===== src/rtl/cpu_pipe_pkg.sv =====
`default_nettype none
// ============================================================
// Package : cpu_pipe_pkg
// Brief   : Shared pipeline-control types and constants.
// Rev     : 1.0
// ============================================================
package cpu_pipe_pkg;

  localparam int REG_ADDR_W = 4;
  localparam logic [REG_ADDR_W-1:0] REG_ZERO = 4'h0;
  // Instruction word the pipeline registers load when flushed or bubbled.
  localparam logic [31:0] NOP_ENC = 32'h0000_0000;

  typedef enum logic [1:0] {
    ST_RUN   = 2'd0,
    ST_IMISS = 2'd1,
    ST_DMISS = 2'd2
  } pipe_state_e;

  function automatic logic src_hit(
    input logic                  uses,
    input logic [REG_ADDR_W-1:0] src,
    input logic [REG_ADDR_W-1:0] dest
  );
    return uses && (src == dest);
  endfunction

endpackage
`default_nettype wire


===== src/rtl/stall_perf_counter.sv =====
`default_nettype none
// ============================================================
// Module : stall_perf_counter
// Brief  : Saturating up-counter with sticky reached-MAX flag.
// Rev    : 1.0
// ============================================================
module stall_perf_counter
  import cpu_pipe_pkg::*;
#(
  parameter int             W   = 16,
  parameter logic [W-1:0]   MAX = '1
) (
  input  logic         clk,
  input  logic         rst,
  input  logic         clr_i,
  input  logic         inc_i,
  output logic [W-1:0] count_o,
  output logic         hit_o
);

  logic [W-1:0] count_q, count_d;
  logic         hit_q, hit_d;

  always_comb begin
    count_d = count_q;
    if (clr_i) begin
      count_d = '0;
    end else if (inc_i && (count_q != MAX)) begin
      count_d = count_q + W'(1);
    end
    // Flag rises on the same edge the count lands on MAX and only rst clears it.
    hit_d = hit_q | (count_d == MAX);
  end

  always_ff @(posedge clk) begin
    if (rst) begin
      count_q <= '0;
      hit_q   <= 1'b0;
    end else begin
      count_q <= count_d;
      hit_q   <= hit_d;
    end
  end

  assign count_o = count_q;
  assign hit_o   = hit_q;

endmodule
`default_nettype wire


===== src/rtl/hazard_stall_unit.sv =====
`default_nettype none
// ============================================================
// Module : hazard_stall_unit
// Brief  : ID-stage stall/flush controller with cache-miss freeze,
//          stall-cycle counter and miss watchdog.
// Rev    : 1.0
// ============================================================
module hazard_stall_unit
  import cpu_pipe_pkg::*;
#(
  parameter bit EXMEM_FWD    = 1'b0,
  parameter int CNT_W        = 16,
  parameter int MISS_TIMEOUT = 255
) (
  input  logic                  clk,
  input  logic                  rst,
  input  logic [REG_ADDR_W-1:0] IF_ID_Rs,
  input  logic [REG_ADDR_W-1:0] IF_ID_Rt,
  input  logic                  IF_ID_UsesRs,
  input  logic                  IF_ID_UsesRt,
  input  logic [REG_ADDR_W-1:0] ID_EX_WriteRegAddr,
  input  logic                  ID_EX_RegWrite,
  input  logic                  ID_EX_MemRead,
  input  logic                  ID_BranchTaken,
  input  logic                  ICacheMiss,
  input  logic                  DCacheMiss,
  output logic                  PC_Stall,
  output logic                  IF_ID_Stall,
  output logic                  IF_ID_Flush,
  output logic                  ID_EX_Stall,
  output logic                  ID_EX_Bubble,
  output logic                  EX_MEM_Stall,
  output logic                  MEM_WB_Bubble,
  output logic [CNT_W-1:0]      stall_cycles,
  output logic                  miss_err
);

  localparam int               TMR_W   = $clog2(MISS_TIMEOUT + 1);
  localparam logic [TMR_W-1:0] TMR_MAX = TMR_W'(MISS_TIMEOUT);

  pipe_state_e      state_q, state_d;
  logic             w_gate;
  logic             w_hazard;
  logic             w_branch;
  logic             w_unused_stall_sat;
  logic [TMR_W-1:0] w_unused_miss_tmr;

  // With EX/MEM forwarding only a load result is still unavailable to ID.
  assign w_gate   = EXMEM_FWD ? ID_EX_MemRead : 1'b1;
  assign w_hazard = ID_EX_RegWrite && (ID_EX_WriteRegAddr != REG_ZERO) && w_gate &&
                    (src_hit(IF_ID_UsesRs, IF_ID_Rs, ID_EX_WriteRegAddr) ||
                     src_hit(IF_ID_UsesRt, IF_ID_Rt, ID_EX_WriteRegAddr));
  assign w_branch = ID_BranchTaken && !w_hazard;

  always_ff @(posedge clk) begin
    if (rst) begin
      state_q <= ST_RUN;
    end else begin
      state_q <= state_d;
    end
  end

  always_comb begin
    state_d = state_q;
    if (DCacheMiss) begin
      state_d = ST_DMISS;
    end else begin
      unique case (state_q)
        ST_RUN:   state_d = (ICacheMiss && !w_hazard && !ID_BranchTaken) ? ST_IMISS : ST_RUN;
        // A taken branch redirects the PC, so the outstanding fetch is abandoned.
        ST_IMISS,
        ST_DMISS: state_d = (ICacheMiss && !w_branch) ? ST_IMISS : ST_RUN;
        default:  state_d = ST_RUN;
      endcase
    end
  end

  // The cycle a miss input drops already behaves as the following state,
  // so the controls follow the live inputs rather than the registered state.
  always_comb begin
    PC_Stall      = 1'b0;
    IF_ID_Stall   = 1'b0;
    IF_ID_Flush   = 1'b0;
    ID_EX_Stall   = 1'b0;
    ID_EX_Bubble  = 1'b0;
    EX_MEM_Stall  = 1'b0;
    MEM_WB_Bubble = 1'b0;
    if (rst) begin
      IF_ID_Flush   = 1'b1;
      ID_EX_Bubble  = 1'b1;
      MEM_WB_Bubble = 1'b1;
    end else if (DCacheMiss) begin
      PC_Stall      = 1'b1;
      IF_ID_Stall   = 1'b1;
      ID_EX_Stall   = 1'b1;
      EX_MEM_Stall  = 1'b1;
      MEM_WB_Bubble = 1'b1;
    end else if (w_hazard) begin
      PC_Stall      = 1'b1;
      IF_ID_Stall   = 1'b1;
      ID_EX_Bubble  = 1'b1;
    end else if (ID_BranchTaken) begin
      IF_ID_Flush   = 1'b1;
    end else if (ICacheMiss) begin
      PC_Stall      = 1'b1;
      IF_ID_Flush   = 1'b1;
    end
  end

  stall_perf_counter #(
    .W   (CNT_W),
    .MAX ({CNT_W{1'b1}})
  ) u_stall_ctr (
    .clk     (clk),
    .rst     (rst),
    .clr_i   (1'b0),
    .inc_i   (PC_Stall),
    .count_o (stall_cycles),
    .hit_o   (w_unused_stall_sat)
  );

  stall_perf_counter #(
    .W   (TMR_W),
    .MAX (TMR_MAX)
  ) u_miss_tmr (
    .clk     (clk),
    .rst     (rst),
    .clr_i   (state_q == ST_RUN),
    .inc_i   (state_q != ST_RUN),
    .count_o (w_unused_miss_tmr),
    .hit_o   (miss_err)
  );

endmodule
`default_nettype wire


===== config.mk =====
export PLATFORM = sky130hd
export DESIGN_NAME = hazard_stall_unit
export DESIGN_NICKNAME = d
export VERILOG_FILES = /design/src/rtl/cpu_pipe_pkg.sv /design/src/rtl/stall_perf_counter.sv /design/src/rtl/hazard_stall_unit.sv
export SDC_FILE = /design/constraint.sdc
export NUM_CORES = 1
export LEC_CHECK = 0
export CAP_MARGIN = 0
export CORE_ASPECT_RATIO = 0.7
export CORE_UTILIZATION = 35
export CTS_BUF_LIST = sky130_fd_sc_hd__clkbuf_2 sky130_fd_sc_hd__clkbuf_4 sky130_fd_sc_hd__clkbuf_8
export DETAILED_ROUTE_END_ITERATION = 12
export GPL_ROUTABILITY_DRIVEN = 0
export PLACE_DENSITY_LB_ADDON = 0.2
export SYNTH_ARGS = -nofsm -noshare
export SYNTH_HDL_FRONTEND = slang
export SYNTH_SLANG_ARGS = --single-unit

===== constraint.sdc =====
create_clock -name clk -period 3.3 [get_ports clk]
set_clock_uncertainty 0.1 [all_clocks]
set_input_delay 0.99 -clock clk [delete_from_list [all_inputs] [get_ports clk]]
set_output_delay 0.99 -clock clk [all_outputs]
set_load 0.05 [all_outputs]

==> metrics.cfg, run 1 <==
[cts]
ctsRootBufferMaster=clkbuf_8
clk_pin_slew_ns=0.09
numCtsBuffers=3
cts.path.max_buffers=2
postCtsHoldBufs=0
clk_latency_ns=0.27
cts_tree=built
cts.sinks=27
cts-htree-levels=1

[worst_setup_path]
cp-start-kind=primary input
cp-end-kind=primary output
timing.critical_path.fanout_max=3
critPathKind=in2out
cp.arrival_ns=2.19
worst_ep_required_time_ns=2.21

[grt]
antenna_found_initial=0
grt_pass1_vias=1349
grt_max_degree=24
grt_usage_pct=17.0
grt.overflow.total=0
grt_first_pass_wirelength_um=6270

[logic_synthesis]
synth.avg_cell_area_um2=7.98
synth_mux_area_share_pct=3.53
synthArstFlopShare_pct=0
ys_ff_latch=27
synth_nets=225
synth_top_area_share_pct=33.9
synth.distinct_cells=42
synth_fa_ha_area_share_pct=3.76
synth_xor_xnor_area_share_pct=6.03
synth.cell_area_um2=1600
synth-main-ff-cell=dfxtp_1
synth_top_family_by_area=simple AND/OR/NAND/NOR gates
synthSimpleGateAreaFrac_pct=31.4
netlist_instances=200
synth-edff-count=0
yosys.area.top_type=dfxtp_1
synth_area_leaders=dfxtp_1 (34%), a21oi_1 (5.0%), xor2_1 (4.4%)
synth_compound_area_share_pct=16.1
synth-seq-area-share_pct=33.9
yosysWarningCount=0

[route]
drt-total-wl_um=3700
first_pass_iters=4
ant_nets=0
route.detailed.drc=0
vias_per_cell=5.16
num_vias=1568
drt-initial-drc-count=156
routedWlPerCell_um=12.2

[power_and_ir_drop]
pwr-share-clk_pct=28.9
swShare_pct=26.5
p_comb_share_pct=21.3
p_per_area_nw_per_um2=292
switchingPower_mw=0.178
vdd_ir_drop_max_uv=188
p_leak_nw=0.907
internal-power_mw=0.494
seqPwrFrac_pct=49.7

[placed_design]
place_ws_ns=-0.468
io_buffer_count=43
dp_hpwl_um=2880

[timing]
fin_crit_sh_pct=99.3
max_freq_mhz=305
worstMarginPinSlew_ns=0.498
layout_min_cycle_time_ns=3.28
slew_violations=0
rsz0062_at_grt=true
max_slew_margin_pct=66.7
hold_viol_final=0
layout_setup_ws_ns=0.0245
finalSetupViolations=0

[die]
dieArea_um2=4840
die_w_um=82.7
initial_core_util_pct=36.7
rows=20
coreArea_um2=4350
io_pins=45
fp.dieH_um=58.5

[worst_hold_path]
hold_path.class=reg2reg

[final_layout]
drive_gt1_share_pct=21.3
final_nets=275
final_util_pct=52.8
syn_to_final_growth_pct=44.0
diodes=0

[outcome]
status=complete, no violations

[run]
max_cap_violations=0

repair_timing:
action | CTS | global route
pin swaps | 18 | 8
buffers inserted | 2 | 1
setup endpoints to repair | 4 | 4
gates resized for setup | 54 | 8
flip-flops by register name, summed over array words and instances (netlist names):
signal               flops
u_stall_ctr.count_o     16
u_miss_tmr.count_o       8
state_q                  2
u_miss_tmr.hit_o         1
worst paths after layout:
path                              start          endpoint  slack, ns  cells past startpoint
hold reg to reg        u_miss_tmr.hit_o  u_miss_tmr.hit_o       0.37                      2
setup / recovery  ID_EX_WriteRegAddr[0]       IF_ID_Stall       0.02                      7
hold / removal         u_miss_tmr.hit_o  u_miss_tmr.hit_o       0.37                      2
setup reg to reg  u_miss_tmr.count_o[0]  u_miss_tmr.hit_o       1.16                      6
power by group through the flow:
stage	logic (mW)	clock network [mW]	registers [mW]
after floorplan	0.0640	0	0.351
after global placement	0.135	0	0.342
after detailed placement	0.136	0	0.342
after CTS	0.142	0.204	0.334
after global routing	0.154	0.221	0.336
final	0.143	0.195	0.334
cells by family (layout without fill, tap and decap cells):
| logic type | Yosys count | in the layout |
|---|---|---|
| AOI/OAI and AO/OA | 41 | 41 |
| xor gates and xnor gates | 11 | 11 |
| adders and majority gates | 5 | 5 |
| buffers and inverters | 17 | 66 |
| DFF | 27 | 27 |
| muxes | 5 | 5 |
| and+or+nand+nor | 94 | 94 |
Yosys cell counts, types with 2 or more instances:
master,count
or2_2,2
clkbuf_1,7
ha_1,4
nand3_1,9
dfxtp_1,27
nand2_1,17
nor4_1,2
and2_1,4
nand4_1,6
a21oi_1,16
nor3_1,6
inv_1,5
a211oi_1,2
or3_1,6
xor2_1,8
and3_1,11
and4_1,2
nor2b_1,7
mux2_2,5
o31ai_1,2
xnor2_1,3
nand2b_1,2
nor2_1,16
a21o_1,2
buf_6,2
o21ai_0,9
a31oi_1,2
a32oi_1,2
critical path, stage by stage:
cell and delay (ns):
buf_8 0.10, o41a_1 0.43, nand4_1 0.12, and2_4 0.18
nand2b_4 0.06, and2_4 0.16, buf_8 0.14
area by class of cell:
type | instances | area, µm²
Inverter | 5 | 18.8
Multi-Input combinational cell | 156 | 1030
Timing Repair Buffer | 57 | 596
Tap cell | 55 | 68.8
Sequential cell | 27 | 541
Clock buffer | 4 | 48.8
Fill cell | 439 | 2050
metrics by stage:
stage	cells	total power, mW	hold WS, ns	cell area (µm²)	TNS [ns]
floorplan	200	0.415	0.357	1610	-0.0572
global placement	297	0.477	0.350	2180	-2.09
detailed placement	297	0.479	0.351	2180	-2.16
CTS	303	0.680	0.375	2270	0
global route	304	0.711	0.394	2300	-0.145
finish	304	0.672	0.369	2300	0
per-layer routing:
layer  part of all wire [%]  vias up  wire (µm)  GRT usage, %
met2                     40       49       1500          23.4
met1                     51      696       1890          25.6
met4                   0.57        0         21          2.96
met3                    7.9        2        291          5.43
met5                      0        -          0             0
li1                       -      821          -             -
cells in the final DEF (no fill, tap or decap), types with 3 or more instances in the layout:
master           synthesis  layout
buf_6                    2       7
or3_1                    6       6
nand2_1                 17      17
buf_8                    0       3
nor3_1                   6       5
dlygate4sd2_1            0       3
and3_1                  11      10
nor2_1                  16      15
nor2b_1                  7       6
a21oi_1                 16      16
inv_1                    5       5
dfxtp_1                 27      27
clkbuf_8                 0       3
buf_12                   0       5
clkdlybuf4s50_1          0      22
o21ai_0                  9       7
mux2_2                   5       5
buf_4                    1      13
nand4_1                  6       6
nand3_1                  9       9
xor2_1                   8       8
xnor2_1                  3       3
ha_1                     4       4
Note: power is estimated with default switching activity, not from simulation.
==> inputs of run 2 (changes only) <==
--- a/config.mk
+++ b/config.mk
@@ -10,6 +10,7 @@
 export CORE_UTILIZATION = 35
 export CTS_BUF_LIST = sky130_fd_sc_hd__clkbuf_2 sky130_fd_sc_hd__clkbuf_4 sky130_fd_sc_hd__clkbuf_8
 export DETAILED_ROUTE_END_ITERATION = 12
+export DONT_BUFFER_PORTS = 1
 export GPL_ROUTABILITY_DRIVEN = 0
 export PLACE_DENSITY_LB_ADDON = 0.2
 export SYNTH_ARGS = -nofsm -noshare
==> metrics.cfg, run 2 (synthesis results as in run 1) <==
[outcome]
status=complete, no violations  ; unchanged

[grt]
top_usage_layer=met2  ; was met1
grt.overflow.total=0  ; unchanged
antenna_found_initial=0  ; unchanged
grtUsageMet1_pct=20.5  ; was 25.6%
grt_pass1_vias=1336  ; was 1,349
grt_max_degree=28  ; was 24
grtUsageMet3_pct=5.27  ; was 5.43%
grt_first_pass_wirelength_um=5980  ; was 6270 µm
grt_util_met2_pct=27.3  ; was 23.4%
grt_usage_pct=16.4  ; was 17.0%

[worst_setup_path]
cp-start-kind=primary input  ; unchanged
cp-end-kind=primary output  ; unchanged
rr_startpoint=u_stall_ctr.count_o[0]  ; was u_miss_tmr.count_o[0]
cp.arrival_ns=2.14  ; was 2.19 ns
timing.critical_path.fanout_max=3  ; unchanged
critPathKind=in2out  ; unchanged
worst_ep_required_time_ns=2.21  ; about the same
crit_start=ID_EX_WriteRegAddr[0]  ; unchanged

[power_and_ir_drop]
vdd_ir_drop_max_uv=143  ; was 188 µV
p_per_area_nw_per_um2=353  ; was 292 nW/µm²
p_leak_nw=0.661  ; was 0.907 nW

[die]
coreArea_um2=4350  ; unchanged
fp.dieH_um=58.5  ; unchanged
initial_core_util_pct=36.7  ; unchanged
io_pins=45  ; unchanged
die_w_um=82.7  ; unchanged
rows=20  ; unchanged
dieArea_um2=4840  ; unchanged

[timing]
rsz0062_at_grt=false  ; was true
worstMarginPinSlew_ns=0.683  ; was 0.498 ns
tns_ns=0  ; unchanged
hold_viol_final=0  ; unchanged
max_freq_mhz=310  ; was 305 MHz
fin_crit_sh_pct=97.8  ; was 99.3%
finalSetupViolations=0  ; unchanged
layout_setup_ws_ns=0.0715  ; was 0.0245 ns
layout_min_cycle_time_ns=3.23  ; was 3.28 ns
max_slew_margin_pct=54.4  ; was 66.7%
slew_violations=0  ; unchanged

[route]
num_vias=1445  ; was 1,568
ant_nets=0  ; unchanged
drt-initial-drc-count=142  ; was 156
drt-total-wl_um=3720  ; was 3700 µm
vias_per_cell=5.67  ; was 5.16
first_pass_iters=4  ; unchanged
routedWlPerCell_um=14.6  ; was 12.2 µm
route.detailed.drc=0  ; unchanged

[placed_design]
dp_hpwl_um=2840  ; was 2880 µm
placedCellCount=251  ; was 297
place_area_um2=1720  ; was 2180 µm²
place_ws_ns=0.0276  ; was -0.468 ns
io_buffer_count=0  ; was 43

[cts]
cts-htree-levels=1  ; unchanged
cts.path.max_buffers=2  ; unchanged
postCtsHoldBufs=0  ; unchanged
cts_tree=built  ; unchanged
post_cts_buffers=0  ; was 2
cts.sinks=27  ; unchanged
clk_latency_ns=0.27  ; about the same
clk_pin_slew_ns=0.09  ; about the same
numCtsBuffers=3  ; unchanged
ctsRootBufferMaster=clkbuf_8  ; unchanged

[worst_hold_path]
hold_path.class=reg2reg  ; unchanged
hp-start=u_miss_tmr.count_o[1]  ; was u_miss_tmr.hit_o

[final_layout]
final_nets=226  ; was 275
diodes=0  ; unchanged
design_area_um2=1770  ; was 2300 µm²
final_cell_mix=dfxtp_1 (27), nand2_1 (17), a21oi_1 (16)  ; was dfxtp_1 (27), clkdlybuf4s50_1 (22), nand2_1 (17)
syn_to_final_growth_pct=10.7  ; was 44.0%
stdcell_count=255  ; was 304
drive_gt1_share_pct=13.0  ; was 21.3%
largest_reg_flops=16  ; unchanged
final_common_cell=dfxtp_1  ; unchanged
nFillCells=458  ; was 439

[run]
max_cap_violations=0  ; unchanged

run 2: path summary, 6_finish.rpt:
path | to | slack (ns) | cells past startpoint
worst max-delay path | IF_ID_Stall | 0.07 | 6
worst min register to register | u_miss_tmr.count_o[1] | 0.40 | 2
worst max register to register | u_stall_ctr.count_o[14] | 0.92 | 6
worst min-delay path | u_miss_tmr.count_o[1] | 0.40 | 2
run 2: metrics by stage:
step,util [%],total power [mW],hold slack (ns)
2_1_floorplan,-,0.415,0.357
3_3_place_gp,39.4,0.428,0.373
3_5_place_dp,39.4,0.431,0.386
4_1_cts,40.5,0.632,0.399
5_1_grt,40.6,0.648,0.427
6_report,40.6,0.623,0.402
run 2: layout make-up:
cell class,count,area [µm²],share of cell area [%]
multi-input cells,156,992,56.2
repair buffers,8,97.6,5.52
well taps,55,68.8,3.90
flip-flops and latches,27,541,30.6
inverters,5,18.8,1.06
clock buffers,4,48.8,2.76
run 2: routing by layer:
metal | vias to the layer above | wire length, µm
li1 | 730 | -
met1 | 654 | 1740
met2 | 59 | 1630
met3 | 2 | 316
met4 | 0 | 31
met5 | - | 0
run 2: critical path, cell delays in order:
cell and delay, ns:
o41a_1 0.42, nand4_1 0.14, and2_4 0.16, nand2b_1 0.08, and2_1 0.19, buf_12 0.15
run 2: what timing repair did:
action / 4_1_cts / 5_1_grt
endpoints found under the hold margin: 0 / 0
resized for setup: 0 / 1
endpoints found under the setup margin: 0 / 3
run 2: power by group:
group | total, mW | switching (mW) | internal [mW] | leakage [nW]
logic | 0.0807 | 0.0493 | 0.0315 | 0.417
clock network | 0.199 | 0.105 | 0.0948 | 0.0262
registers | 0.343 | 0.0128 | 0.330 | 0.218
total | 0.623 | 0.167 | 0.456 | 0.661
==> inputs of run 3 (changes only) <==
--- a/config.mk
+++ b/config.mk
@@ -7,12 +7,12 @@
 export LEC_CHECK = 0
 export CAP_MARGIN = 0
 export CORE_ASPECT_RATIO = 0.7
+export CORE_MARGIN = 5
 export CORE_UTILIZATION = 35
 export CTS_BUF_LIST = sky130_fd_sc_hd__clkbuf_2 sky130_fd_sc_hd__clkbuf_4 sky130_fd_sc_hd__clkbuf_8
 export DETAILED_ROUTE_END_ITERATION = 12
 export DONT_BUFFER_PORTS = 1
 export GPL_ROUTABILITY_DRIVEN = 0
-export PLACE_DENSITY_LB_ADDON = 0.2
 export SYNTH_ARGS = -nofsm -noshare
 export SYNTH_HDL_FRONTEND = slang
 export SYNTH_SLANG_ARGS = --single-unit
==> metrics.cfg, run 3 (synthesis results as in run 1) <==
[worst_setup_path]
worst_ep_required_time_ns=2.21  ; about the same
cp-end-kind=primary output  ; unchanged
cp.arrival_ns=2.12  ; was 2.14 ns
rr_startpoint=u_stall_ctr.count_o[0]  ; unchanged
r2r_end=u_stall_ctr.count_o[14]  ; unchanged
cp-start-kind=primary input  ; unchanged
timing.critical_path.fanout_max=3  ; unchanged
crit_chain=o41a_1, nand4_1, and2_4, nand2b_1, and2_1, buf_12  ; unchanged
reg2reg_slack_ns=0.91  ; was 0.92 ns
endpoint=IF_ID_Stall  ; unchanged
reg2regPathDepth=6  ; unchanged
slowest_stage=o41a_1  ; unchanged
crit_start=ID_EX_WriteRegAddr[0]  ; unchanged
cpPeakStageDelay_ns=0.42  ; about the same
critPathKind=in2out  ; unchanged

[power_and_ir_drop]
p_leak_nw=0.666  ; was 0.661 nW
vdd_ir_drop_max_uv=163  ; was 143 µV
power.total_mw=0.613  ; was 0.623 mW
p_per_area_nw_per_um2=346  ; was 353 nW/µm²

[grt]
grt_max_degree=28  ; unchanged
antenna_found_initial=0  ; unchanged
grt_usage_pct=12.4  ; was 16.4%
grt.overflow.total=0  ; unchanged
grt_pass1_vias=1280  ; was 1,336
grt_first_pass_wirelength_um=6180  ; was 5980 µm

[route]
first_pass_iters=4  ; unchanged
drt-initial-drc-count=35  ; was 142
drt-total-wl_um=3730  ; was 3720 µm
ant_nets=0  ; unchanged
num_vias=1408  ; was 1,445
vias_per_cell=5.50  ; was 5.67
route.detailed.drc=0  ; unchanged
routedWlPerCell_um=14.6  ; about the same

[die]
initial_core_util_pct=36.5  ; was 36.7%
dieArea_um2=6030  ; was 4840 µm²
io_pins=45  ; unchanged
rows=20  ; unchanged
coreArea_um2=4380  ; was 4350 µm²
fp.dieH_um=66.5  ; was 58.5 µm
die_w_um=90.7  ; was 82.7 µm

[placed_design]
placedCellCount=252  ; was 251
io_buffer_count=0  ; unchanged
dp_hpwl_um=2790  ; was 2840 µm
place_area_um2=1720  ; about the same

[timing]
tns_ns=0  ; unchanged
max_slew_margin_pct=51.7  ; was 54.4%
whs_ns=0.392  ; was 0.402 ns
layout_min_cycle_time_ns=3.21  ; was 3.23 ns
max_freq_mhz=311  ; was 310 MHz
slew_violations=0  ; unchanged
fin_crit_sh_pct=97.4  ; was 97.8%
rsz0062_at_grt=false  ; unchanged
finalSetupViolations=0  ; unchanged
worstMarginPinSlew_ns=0.723  ; was 0.683 ns
hold_viol_final=0  ; unchanged

[cts]
numCtsBuffers=3  ; unchanged
post_cts_buffers=0  ; unchanged
cts-htree-levels=1  ; unchanged
cts.sinks=27  ; unchanged
ctsRootBufferMaster=clkbuf_8  ; unchanged
clk_latency_ns=0.27  ; about the same
cts.path.max_buffers=2  ; unchanged
clk_pin_slew_ns=0.09  ; about the same
cts_tree=built  ; unchanged

[final_layout]
syn_to_final_growth_pct=11.0  ; was 10.7%
final_cell_mix=dfxtp_1 (27), nand2_1 (17), a21oi_1 (16)  ; unchanged
stdcell_count=256  ; was 255
drive_gt1_share_pct=13.4  ; was 13.0%
diodes=0  ; unchanged
design_area_um2=1770  ; about the same
final_nets=227  ; was 226
final_common_cell=dfxtp_1  ; unchanged
nFillCells=441  ; was 458
largest_reg_flops=16  ; unchanged

[worst_hold_path]
hold_path_depth=2  ; unchanged
hold_path.class=reg2reg  ; unchanged

[run]
max_cap_violations=0  ; unchanged

[outcome]
status=complete, no violations  ; unchanged

==> run 3: cell types whose count changed in the layout (fill, tap and decap cells not counted) <==
cell	before	now
buf_4	5	6
clkbuf_4	1	0
clkinv_2	0	1
==> run 3: through the flow <==
step | worst slack, ns | util [%]
2_1_floorplan | -0.0572 | -
3_3_place_gp | 0.0686 | 39.3
3_5_place_dp | 0.0532 | 39.3
4_1_cts | 0.0473 | 40.4
5_1_grt | 0.0253 | 40.5
6_report | 0.0850 | 40.5
==> run 3: worst max-delay path: cells and delay by family <==
kind | cells | cell delay [ns]
buffers and inverters | 1 | 0.15
AOI/OAI and AO/OA | 1 | 0.42
and+or+nand+nor | 4 | 0.56
==> run 3: cell type report <==
type / count / area (µm²) / area share [%]
clock buffer: 3 / 41.3 / 2.33
timing repair buffer: 9 / 105 / 5.93
sequential: 27 / 541 / 30.5
tap: 55 / 68.8 / 3.88
clock inverter: 1 / 5.00 / 0.282
inverter: 5 / 18.8 / 1.06
multi-input combinational: 156 / 992 / 56.0
==> run 3: repair_timing <==
action                     in CTS  in global routing
hold buffers                    0                  0
gates resized for setup         0                  1
setup endpoints to repair       0                  2
==> run 3: worst min path at each step <==
stage	startpoint	endpoint	slack, ns
after floorplan	u_miss_tmr.count_o[1]	u_miss_tmr.count_o[1]	0.36
after global placement	u_miss_tmr.count_o[1]	u_miss_tmr.count_o[1]	0.38
after detailed placement	u_miss_tmr.count_o[1]	u_miss_tmr.count_o[1]	0.38
after CTS	u_miss_tmr.count_o[1]	u_miss_tmr.count_o[1]	0.39
after global routing	u_miss_tmr.count_o[1]	u_miss_tmr.count_o[1]	0.45
final	u_miss_tmr.count_o[1]	u_miss_tmr.count_o[1]	0.39
==> run 3: layer usage <==
layer / wire [µm] / GRT usage, % / up-vias
li1: - / - / 721
met1: 1880 / 16.0 / 644
met2: 1590 / 19.8 / 41
met3: 249 / 4.74 / 2
met4: 17 / 2.23 / 0
met5: 0 / 0 / -
==> run 3: power breakdown <==
part           internal [mW]  switching [mW]  total (mW)
combinational         0.0327          0.0529      0.0856
sequential             0.330         0.00812       0.338
clock                 0.0846           0.104       0.189
